===== src/rtl/tdm_pkg.sv =====
// Shared types and constants for the TDM receive (demux) path.
package tdm_pkg;

  localparam int DEFAULT_NCH = 4;
  localparam int DEFAULT_W   = 8;
  localparam int SLOT_W      = $clog2(DEFAULT_NCH);

  typedef enum logic {
    HUNT = 1'b0,
    RECV = 1'b1
  } tdm_state_t;

  function automatic int slot_width(input int n);
    return (n < 2) ? 1 : $clog2(n);
  endfunction

endpackage


===== src/rtl/tdm_demux_if.sv =====
// Link-side slot stream plus the published-frame outputs of the demux.
interface tdm_demux_if #(
  parameter int NCH = tdm_pkg::DEFAULT_NCH,
  parameter int W   = tdm_pkg::DEFAULT_W
);
  logic [W-1:0]             din;
  logic                     din_valid;
  logic                     sof;
  logic [NCH*W-1:0]         ch_data;
  logic                     frame_valid;
  logic                     frame_err;
  logic [$clog2(NCH)-1:0]   slot_idx;
  logic                     busy;

  modport master (
    output din, din_valid, sof,
    input  ch_data, frame_valid, frame_err, slot_idx, busy
  );

  modport slave (
    input  din, din_valid, sof,
    output ch_data, frame_valid, frame_err, slot_idx, busy
  );
endinterface


===== src/rtl/tdm_slot_ctr.sv =====
// Slot counter: load-to-1 on start of frame, increment per slot, clear on frame end.
module tdm_slot_ctr #(
  parameter int NCH = tdm_pkg::DEFAULT_NCH,
  parameter int SW  = tdm_pkg::slot_width(NCH)
) (
  input  logic          clk,
  input  logic          rst_n,
  input  logic          load,
  input  logic          inc,
  input  logic          clr,
  output logic [SW-1:0] count,
  output logic          last
);
  logic [SW-1:0] count_reg;

  // load wins: a start of frame always restarts the count at slot 1
  always_ff @(posedge clk or negedge rst_n) begin
    if (!rst_n) begin
      count_reg <= '0;
    end else if (load) begin
      count_reg <= SW'(1);
    end else if (clr) begin
      count_reg <= '0;
    end else if (inc) begin
      count_reg <= count_reg + SW'(1);
    end
  end

  assign count = count_reg;
  assign last  = (count_reg == SW'(NCH - 1));
endmodule


===== src/rtl/tdm_demux.sv =====
// TDM demux: collects NCH slot words into a shadow buffer and publishes whole frames atomically.
module tdm_demux
  import tdm_pkg::*;
#(
  parameter int NCH = DEFAULT_NCH,
  parameter int W   = DEFAULT_W
) (
  input logic          clk,
  input logic          rst_n,
  tdm_demux_if.slave   bus
);
  localparam int SW = slot_width(NCH);

  tdm_state_t           state_reg;
  logic [W-1:0]         shadow_reg [NCH-1];
  logic [NCH*W-1:0]     ch_data_reg;
  logic [NCH*W-1:0]     frame_next;
  logic                 frame_valid_reg;
  logic                 frame_err_reg;
  logic [SW-1:0]        count;
  logic                 last;
  logic                 ctr_load;
  logic                 ctr_inc;
  logic                 ctr_clr;
  logic                 slot_word;

  assign slot_word = bus.din_valid && !bus.sof && (state_reg == RECV);

  always_comb begin
    ctr_load = 1'b0;
    ctr_inc  = 1'b0;
    ctr_clr  = 1'b0;
    if (bus.din_valid && bus.sof) begin
      ctr_load = 1'b1;
    end else if (slot_word) begin
      ctr_clr = last;
      ctr_inc = !last;
    end
  end

  tdm_slot_ctr #(.NCH(NCH), .SW(SW)) u_ctr (
    .clk   (clk),
    .rst_n (rst_n),
    .load  (ctr_load),
    .inc   (ctr_inc),
    .clr   (ctr_clr),
    .count (count),
    .last  (last)
  );

  // The last slot never needs storage: it goes straight from din into ch_data.
  for (genvar gi = 0; gi < NCH - 1; gi++) begin : g_shadow
    logic wr;
    assign wr = (gi == 0) ? (bus.din_valid && bus.sof)
                          : (slot_word && (count == SW'(gi)));
    always_ff @(posedge clk or negedge rst_n) begin
      if (!rst_n) begin
        shadow_reg[gi] <= '0;
      end else if (wr) begin
        shadow_reg[gi] <= bus.din;
      end
    end
    assign frame_next[gi*W +: W] = shadow_reg[gi];
  end
  assign frame_next[(NCH-1)*W +: W] = bus.din;

  always_ff @(posedge clk or negedge rst_n) begin
    if (!rst_n) begin
      state_reg       <= HUNT;
      ch_data_reg     <= '0;
      frame_valid_reg <= 1'b0;
      frame_err_reg   <= 1'b0;
    end else begin
      frame_valid_reg <= 1'b0;
      frame_err_reg   <= 1'b0;
      case (state_reg)
        HUNT: begin
          if (bus.din_valid && bus.sof) begin
            state_reg <= RECV;
          end
        end
        RECV: begin
          if (bus.din_valid && bus.sof) begin
            // premature start: drop the partial frame, keep receiving the new one
            frame_err_reg <= 1'b1;
          end else if (bus.din_valid && last) begin
            ch_data_reg     <= frame_next;
            frame_valid_reg <= 1'b1;
            state_reg       <= HUNT;
          end
        end
        default: state_reg <= HUNT;
      endcase
    end
  end

  assign bus.ch_data     = ch_data_reg;
  assign bus.frame_valid = frame_valid_reg;
  assign bus.frame_err   = frame_err_reg;
  assign bus.slot_idx    = count;
  assign bus.busy        = (state_reg == RECV);
endmodule


===== src/flat_wrapper.sv =====
// flat-port wrapper written by rule: the top's interface ports become plain ports
module tdm_demux_flat import tdm_pkg::*;
#(
  parameter int NCH = DEFAULT_NCH,
  parameter int W   = DEFAULT_W
)
  (clk, rst_n, bus_din, bus_din_valid, bus_sof, bus_ch_data, bus_frame_valid, bus_frame_err, bus_slot_idx, bus_busy);
  tdm_demux_if #(.NCH(NCH), .W(W)) bus_i ();
  input logic clk;
  input logic rst_n;
  input wire logic [$bits(bus_i.din)-1:0] bus_din;
  input wire logic [$bits(bus_i.din_valid)-1:0] bus_din_valid;
  input wire logic [$bits(bus_i.sof)-1:0] bus_sof;
  output wire logic [$bits(bus_i.ch_data)-1:0] bus_ch_data;
  output wire logic [$bits(bus_i.frame_valid)-1:0] bus_frame_valid;
  output wire logic [$bits(bus_i.frame_err)-1:0] bus_frame_err;
  output wire logic [$bits(bus_i.slot_idx)-1:0] bus_slot_idx;
  output wire logic [$bits(bus_i.busy)-1:0] bus_busy;
  assign bus_i.din = bus_din;
  assign bus_i.din_valid = bus_din_valid;
  assign bus_i.sof = bus_sof;
  assign bus_ch_data = bus_i.ch_data;
  assign bus_frame_valid = bus_i.frame_valid;
  assign bus_frame_err = bus_i.frame_err;
  assign bus_slot_idx = bus_i.slot_idx;
  assign bus_busy = bus_i.busy;
  tdm_demux #(.NCH(NCH), .W(W)) u_core (.clk(clk), .rst_n(rst_n), .bus(bus_i));
endmodule

===== config.mk =====
export PLATFORM = sky130hd
export DESIGN_NAME = tdm_demux_flat
export DESIGN_NICKNAME = d
export VERILOG_FILES = /design/src/rtl/tdm_pkg.sv /design/src/rtl/tdm_demux_if.sv /design/src/rtl/tdm_slot_ctr.sv /design/src/rtl/tdm_demux.sv /design/src/flat_wrapper.sv
export SDC_FILE = /design/constraint.sdc
export NUM_CORES = 1
export LEC_CHECK = 0
export ABC_AREA = 1
export CORE_AREA = 2 2 70 72
export CTS_BUF_LIST = sky130_fd_sc_hd__clkbuf_4
export CTS_CLUSTER_SIZE = 25
export DETAILED_ROUTE_END_ITERATION = 6
export DIE_AREA = 0 0 72 74
export PLACE_DENSITY_LB_ADDON = 0.12
export SLEW_MARGIN = 40
export SYNTH_ARGS = -nofsm -noshare
export SYNTH_HDL_FRONTEND = slang
export SYNTH_SLANG_ARGS = --single-unit

===== constraint.sdc =====
create_clock -name clk -period 2.65 [get_ports clk]
set_input_delay 0.265 -clock clk [delete_from_list [all_inputs] [get_ports clk]]
set_output_delay 0.265 -clock clk [all_outputs]
set_load 0.1 [all_outputs]

==> results.json <==
{
  "clk_path_buf_depth": 2,
  "skew_ps": 7.04,
  "reg2reg_depth": 5,
  "grt_max_degree": 40,
  "cts_num_sinks": 61,
  "die_area_um2": 5330,
  "register_area_um2": 1530,
  "worstPathArrival_ps": 2010,
  "max_freq_mhz": 586,
  "synth_fp_nets": 287,
  "max_stage_delay_ps": 450,
  "grt_remaining_overflow": 0,
  "cp-start-kind": "flop",
  "netlist_top_cells_area": "dfrtp_1 61%, nand2_1 18%, nand3_1 12%, buf_6 2.3%, buf_2 1.8%",
  "period_needed_ps": 1710,
  "async_reset_ff_frac": 1.00,
  "vias": 2000,
  "synth_cell_type_count": 12,
  "ys_ff_latch": 61,
  "post_route_cells_drive_above_1_share": 0.190,
  "crit_buf_inv": 1,
  "utilization": 0.665,
  "timing.rr.end": "u_core.frame_next[16]",
  "ys.flop_type": "dfrtp_1",
  "synth_area_um2": 2480,
  "numPortBuffers": 48,
  "worst_ep_required_time_ps": 2950,
  "grt_pass1_vias": 1879,
  "synth_edf_count": 0,
  "drt-total-wl_mm": 5.36,
  "dp_hpwl_mm": 3.54,
  "largest_reg_flops": 32,
  "ios": 49,
  "maxSlewHeadroom": 0.655,
  "start_util": 0.540,
  "cts_tree": "built",
  "worstSetupPathType": "reg -> reg",
  "grt_pass1_wl_mm": 9.02,
  "die_w_um": 72,
  "h-tree-depth": 3,
  "setup-tns-final_ps": 0,
  "multi_input_area_um2": 826,
  "setup-violations-final": 0,
  "hp-class": "in -> async",
  "drt_iter0_drc": 137,
  "via_per_inst": 5.25,
  "drtPass1Iterations": 4,
  "yosysTopAreaCellShare": 0.615,
  "path_common_cell": "nand2_1",
  "syn_area_per_cell_um2": 9.13,
  "maxSlewViolCount": 0,
  "end_kind": "flop",
  "ant_nets": 0,
  "fillers": 387,
  "status": "completed",
  "yosys_warnings": 0,
  "antenna_found_initial": 0,
  "slowest_stage": "dfrtp_1",
  "synth_most_common_cell": "nand2_1",
  "cts_buffers": 9,
  "num_antenna_cells": 0,
  "clkTransAtPathRegs_ps": 100,
  "postCtsSetupBuffers": 0,
  "wl_per_cell_um": 14.1,
  "drc_errors": 0,
  "die_h_um": 74,
  "hold_viol_final": 0,
  "max_cap_viol_count": 0,
  "syn_to_final_growth_pct": 23.1,
  "clkLatencyLatePin_ps": 410,
  "nNetsFinal": 337,
  "core_region_area_um2": 4600,
  "syn_inst": 272,
  "ys_seq_area_frac": 0.615,
  "fin_crit_sh": 0.644,
  "rows": 25,
  "cts_root_buffer": "clkbuf_4",
  "place_congestion": 0.875,
  "cp_top_family": "simple AND/OR/NAND/NOR gates",
  "rrSetupSlack_ps": 940,
  "synth_largest_area_cell": "dfrtp_1",
  "synth_common_cells": "116 x nand2_1, 61 x dfrtp_1, 59 x nand3_1",
  "grt_usage": 0.229,
  "cp_cell_sequence": "inv_1 -> ha_1 -> nand4_1 -> nand2_1 -> nand2_1",
  "r2r_start": "u_core.u_ctr.count[0]",
  "hold_ws_ps": 356,
  "worstMarginPinSlew_ps": 516,
  "path_max_fanout": 9,
  "rsz0062_at_grt": "no"
}
## layer usage
metal	global-route usage	routed length (um)
met3	0.0691	299
met2	0.340	2510
met1	0.318	2470
met5	0	0
met4	0.0943	81
## stage by stage
stage	area, um^2	setup WS, ps	instances
after floorplan	2480	639	272
after global placement	2890	835	364
after detailed placement	2890	770	364
after CTS	3060	958	381
after global routing	3060	811	381
final	3060	942	381
## area by class of cell
| class | count | share of cell area |
|---|---|---|
| clock buffer | 9 | 0.0221 |
| clock inverter | 7 | 0.0295 |
| inverter | 5 | 0.00614 |
| multi-input combinational | 189 | 0.270 |
| sequential | 61 | 0.499 |
| tap | 54 | 0.0221 |
| timing repair buffer | 56 | 0.151 |
## how the worst max path moves through the flow
stage               depth (start not counted)  slack [ps]             startpoint               endpoint
floorplan                                   6         640  u_core.u_ctr.count[1]  u_core.bus.ch_data[0]
global placement                            5         840                bus_sof  u_core.frame_next[21]
detailed placement                          5         770                bus_sof  u_core.frame_next[21]
CTS                                         5         960  u_core.u_ctr.count[0]  u_core.frame_next[17]
global route                                5         810  u_core.u_ctr.count[0]  u_core.frame_next[18]
finish                                      5         940  u_core.u_ctr.count[0]  u_core.frame_next[16]
## worst reg2reg max path: cells and delay by family (launching register included)
kind                       cells  cell delay (ps)
and+or+nand+nor                3              680
DFF                            1              450
adders and majority gates      1              370
buffers and inverters          1              100
## logic make-up after synthesis
family | Yosys count | synth area share
adders and majority gates | 3 | 0.0151
buffers and inverters | 22 | 0.0529
DFF | 61 | 0.615
and+or+nand+nor | 185 | 0.315
AOI/OAI and AO/OA | 1 | 0.00201
## what timing repair did
item	in CTS	in global routing
hold buffers	1	0
hold endpoints to repair	37	0
gates resized for setup	0	0
## cells in the final DEF, fill, tap and decap left out
cell type / count
nand4_1: 3
buf_4: 44
nand2_1: 116
clkinv_2: 3
nor2_1: 6
nand3_1: 59
clkbuf_4: 9
ha_1: 3
nor2_4: 1
a21oi_1: 1
clkdlybuf4s50_1: 10
dfrtp_1: 61
bufinv_16: 2
inv_1: 5
dlygate4sd3_1: 1
buf_12: 1
clkinvlp_4: 2
Power is left out: the tool's default activity adds up to more than one toggle a clock period on the data nets, which glitch-free logic cannot reach.
==> variant (same flow settings) <==
`DEFAULT_NCH`: 4 -> 2.
--- a/src/rtl/tdm_pkg.sv
+++ b/src/rtl/tdm_pkg.sv
@@ -3,3 +3,3 @@
 
-  localparam int DEFAULT_NCH = 4;
+  localparam int DEFAULT_NCH = 2;
   localparam int DEFAULT_W   = 8;
Interface: changed (resized bus_ch_data and bus_slot_idx); port bits go from 49 to 32. No check against the original RTL was run, so the function may have changed too.
==> variant against the original RTL <==
  * Critical endpoint is now bus_slot_idx
  * Global-route usage down 11 points
  * Cell area fell by 52%
  * Final cell count decreased by 46%
  * Routed wire length decreased by 51%
  * Clock skew rose by 0.00092 ns
  * Sequential share of layout area down 1.9 points
  * First-iteration DRC count shrank 75%
  * Setup slack got worse by 0.075 ns
  * Area after synthesis is 55% lower
  * Critical path type is now reg -> out
  * Sequential cell count is 33 lower
Power is left out: the tool's default activity adds up to more than one toggle a clock period on the data nets, which glitch-free logic cannot reach.
==> variant: results (changes against the original RTL) <==
stage	metric	value	unit	change
status	status	finished clean		unchanged
synth	Main synth FF type	dfrtp_1		unchanged
cells_and_area	Layout Nets	166		was 337
synth	Yosys warning count	0		unchanged
clocking	CTS Root Cell	clkbuf_4		unchanged
synth	Syn Nets	133		was 287
clocking	# resized after CTS	0		unchanged
sta	Worst Tran Pin Value	0.647	ns	was 0.516 ns
cells_and_area	antenna cells	0		unchanged
placement	HPWL after DPL	1830	um	was 3540 um
clocking	total CTS buffers	3		was 9
grt	first-pass GRT wire length	4650	um	was 9020 um
worst_setup_path	crit path DAT	1.52	ns	was 2.01 ns
grt	GRT Util Overall	0.114		was 0.229
min_path	HP Class	in -> async		unchanged
sta	clk_skew	0.00796	ns	was 0.00704 ns
placement	gp weighted congestion	0.672		was 0.875
routing	First DRT Iteration DRCs	34		was 137
grt	largest net degree at the start of global routing	29		was 40
routing	DR pass1 iterations	4		unchanged
cells_and_area	layout cells sized above 1	0.190		about the same
grt	initial antenna violation count	0		unchanged
clocking	setup bufs post-CTS	0		unchanged
worst_setup_path	critical path peak fanout	20		was 9
grt	vias in the first global route	938		was 1879
routing	via total after detailed routing	912		was 2000
routing	Detailed Route WL	2640	um	was 5360 um
clocking	H-Tree Level Count	1		was 3
synth	synth unique cells	14		was 12
clocking	Clk pin slew, worst setup/hold paths	0.15	ns	was 0.10 ns
clocking	Clock Latency Late Sink	0.33	ns	was 0.41 ns
placement	Port Buf Inserts	31		was 48
sta	Max Slew Vio Count	0		unchanged
clocking	clock tree buffer depth	2		unchanged
synth	top post-synthesis cells by area	dfrtp_1 63%, nand2_1 18%, nand3_1 11%		was dfrtp_1 61%, nand2_1 18%, nand3_1 12%
cells_and_area	Largest register FFs	16		was 32
synth	register area share after synthesis	0.626		was 0.615
worst_setup_path	delay-heaviest family, CP	flip-flops		was simple AND/OR/NAND/NOR gates
synth	ys async rst share	1.00		unchanged
worst_setup_path	Max stage delay cell, worst path	dfrtp_1		unchanged
worst_setup_path	CP max stage delay	0.79	ns	was 0.45 ns
synth	Synth top cells by count	53 x nand2_1, 28 x dfrtp_1, 24 x nand3_1		was 116 x nand2_1, 61 x dfrtp_1, 59 x nand3_1
## variant: changes by cell type after synthesis, sizes merged
cell	delta
buf	-9
clkbuf	-2
dfrtp	-33
ha	-3
inv	-3
nand2	-62
nand3	-35
nand4	-2
nor2	-4
o21a	+1
o21ai	+1
## variant: cells by family after synthesis
family / synth area share
compound gates: 0.0157
buf+inv: 0.0391
flops: 0.626
simple gates: 0.319
## variant: area by class of cell
type	instances	area [um2]
clock buffer	3	22.5
clock inverter	1	3.75
fill	486	3140
inverter	2	7.51
multi-input combinational	85	374
sequential	28	701
tap	54	67.6
timing repair buffer	34	283
## variant: worst paths after layout
check | startpoint | endpoint | slack, ns | depth (start not counted)
worst max-delay path | u_core.u_ctr.count | bus_slot_idx | 0.87 | 1
worst min-delay path | rst_n | u_core.bus.ch_data[7] | 0.29 | 2
worst max register to register | u_core.u_ctr.count | u_core.bus.ch_data[1] | 0.96 | 3
worst min register to register | u_core.bus.ch_data[11] | u_core.bus.ch_data[11] | 0.49 | 2
max in group asynchronous | rst_n | u_core.shadow_reg[0] | 2.08 | 2
min in group clk | u_core.bus.ch_data[11] | u_core.bus.ch_data[11] | 0.49 | 2
## variant: metal layers
metal,up-vias,GRT usage,part of all wire
met5,-,0,0
met4,0,0.0440,0.014
met3,4,0.0190,0.054
met2,25,0.180,0.46
met1,431,0.157,0.47
li1,452,-,-
## variant: stage by stage
step	setup slack (ns)	std cells	instance area, um2	util
finish	0.867	207	1460	0.317
CTS	0.827	207	1460	0.317
detailed placement	0.894	203	1430	0.312
global placement	0.933	203	1430	0.312
floorplan	0.824	121	1120	-
global route	0.664	207	1460	0.317
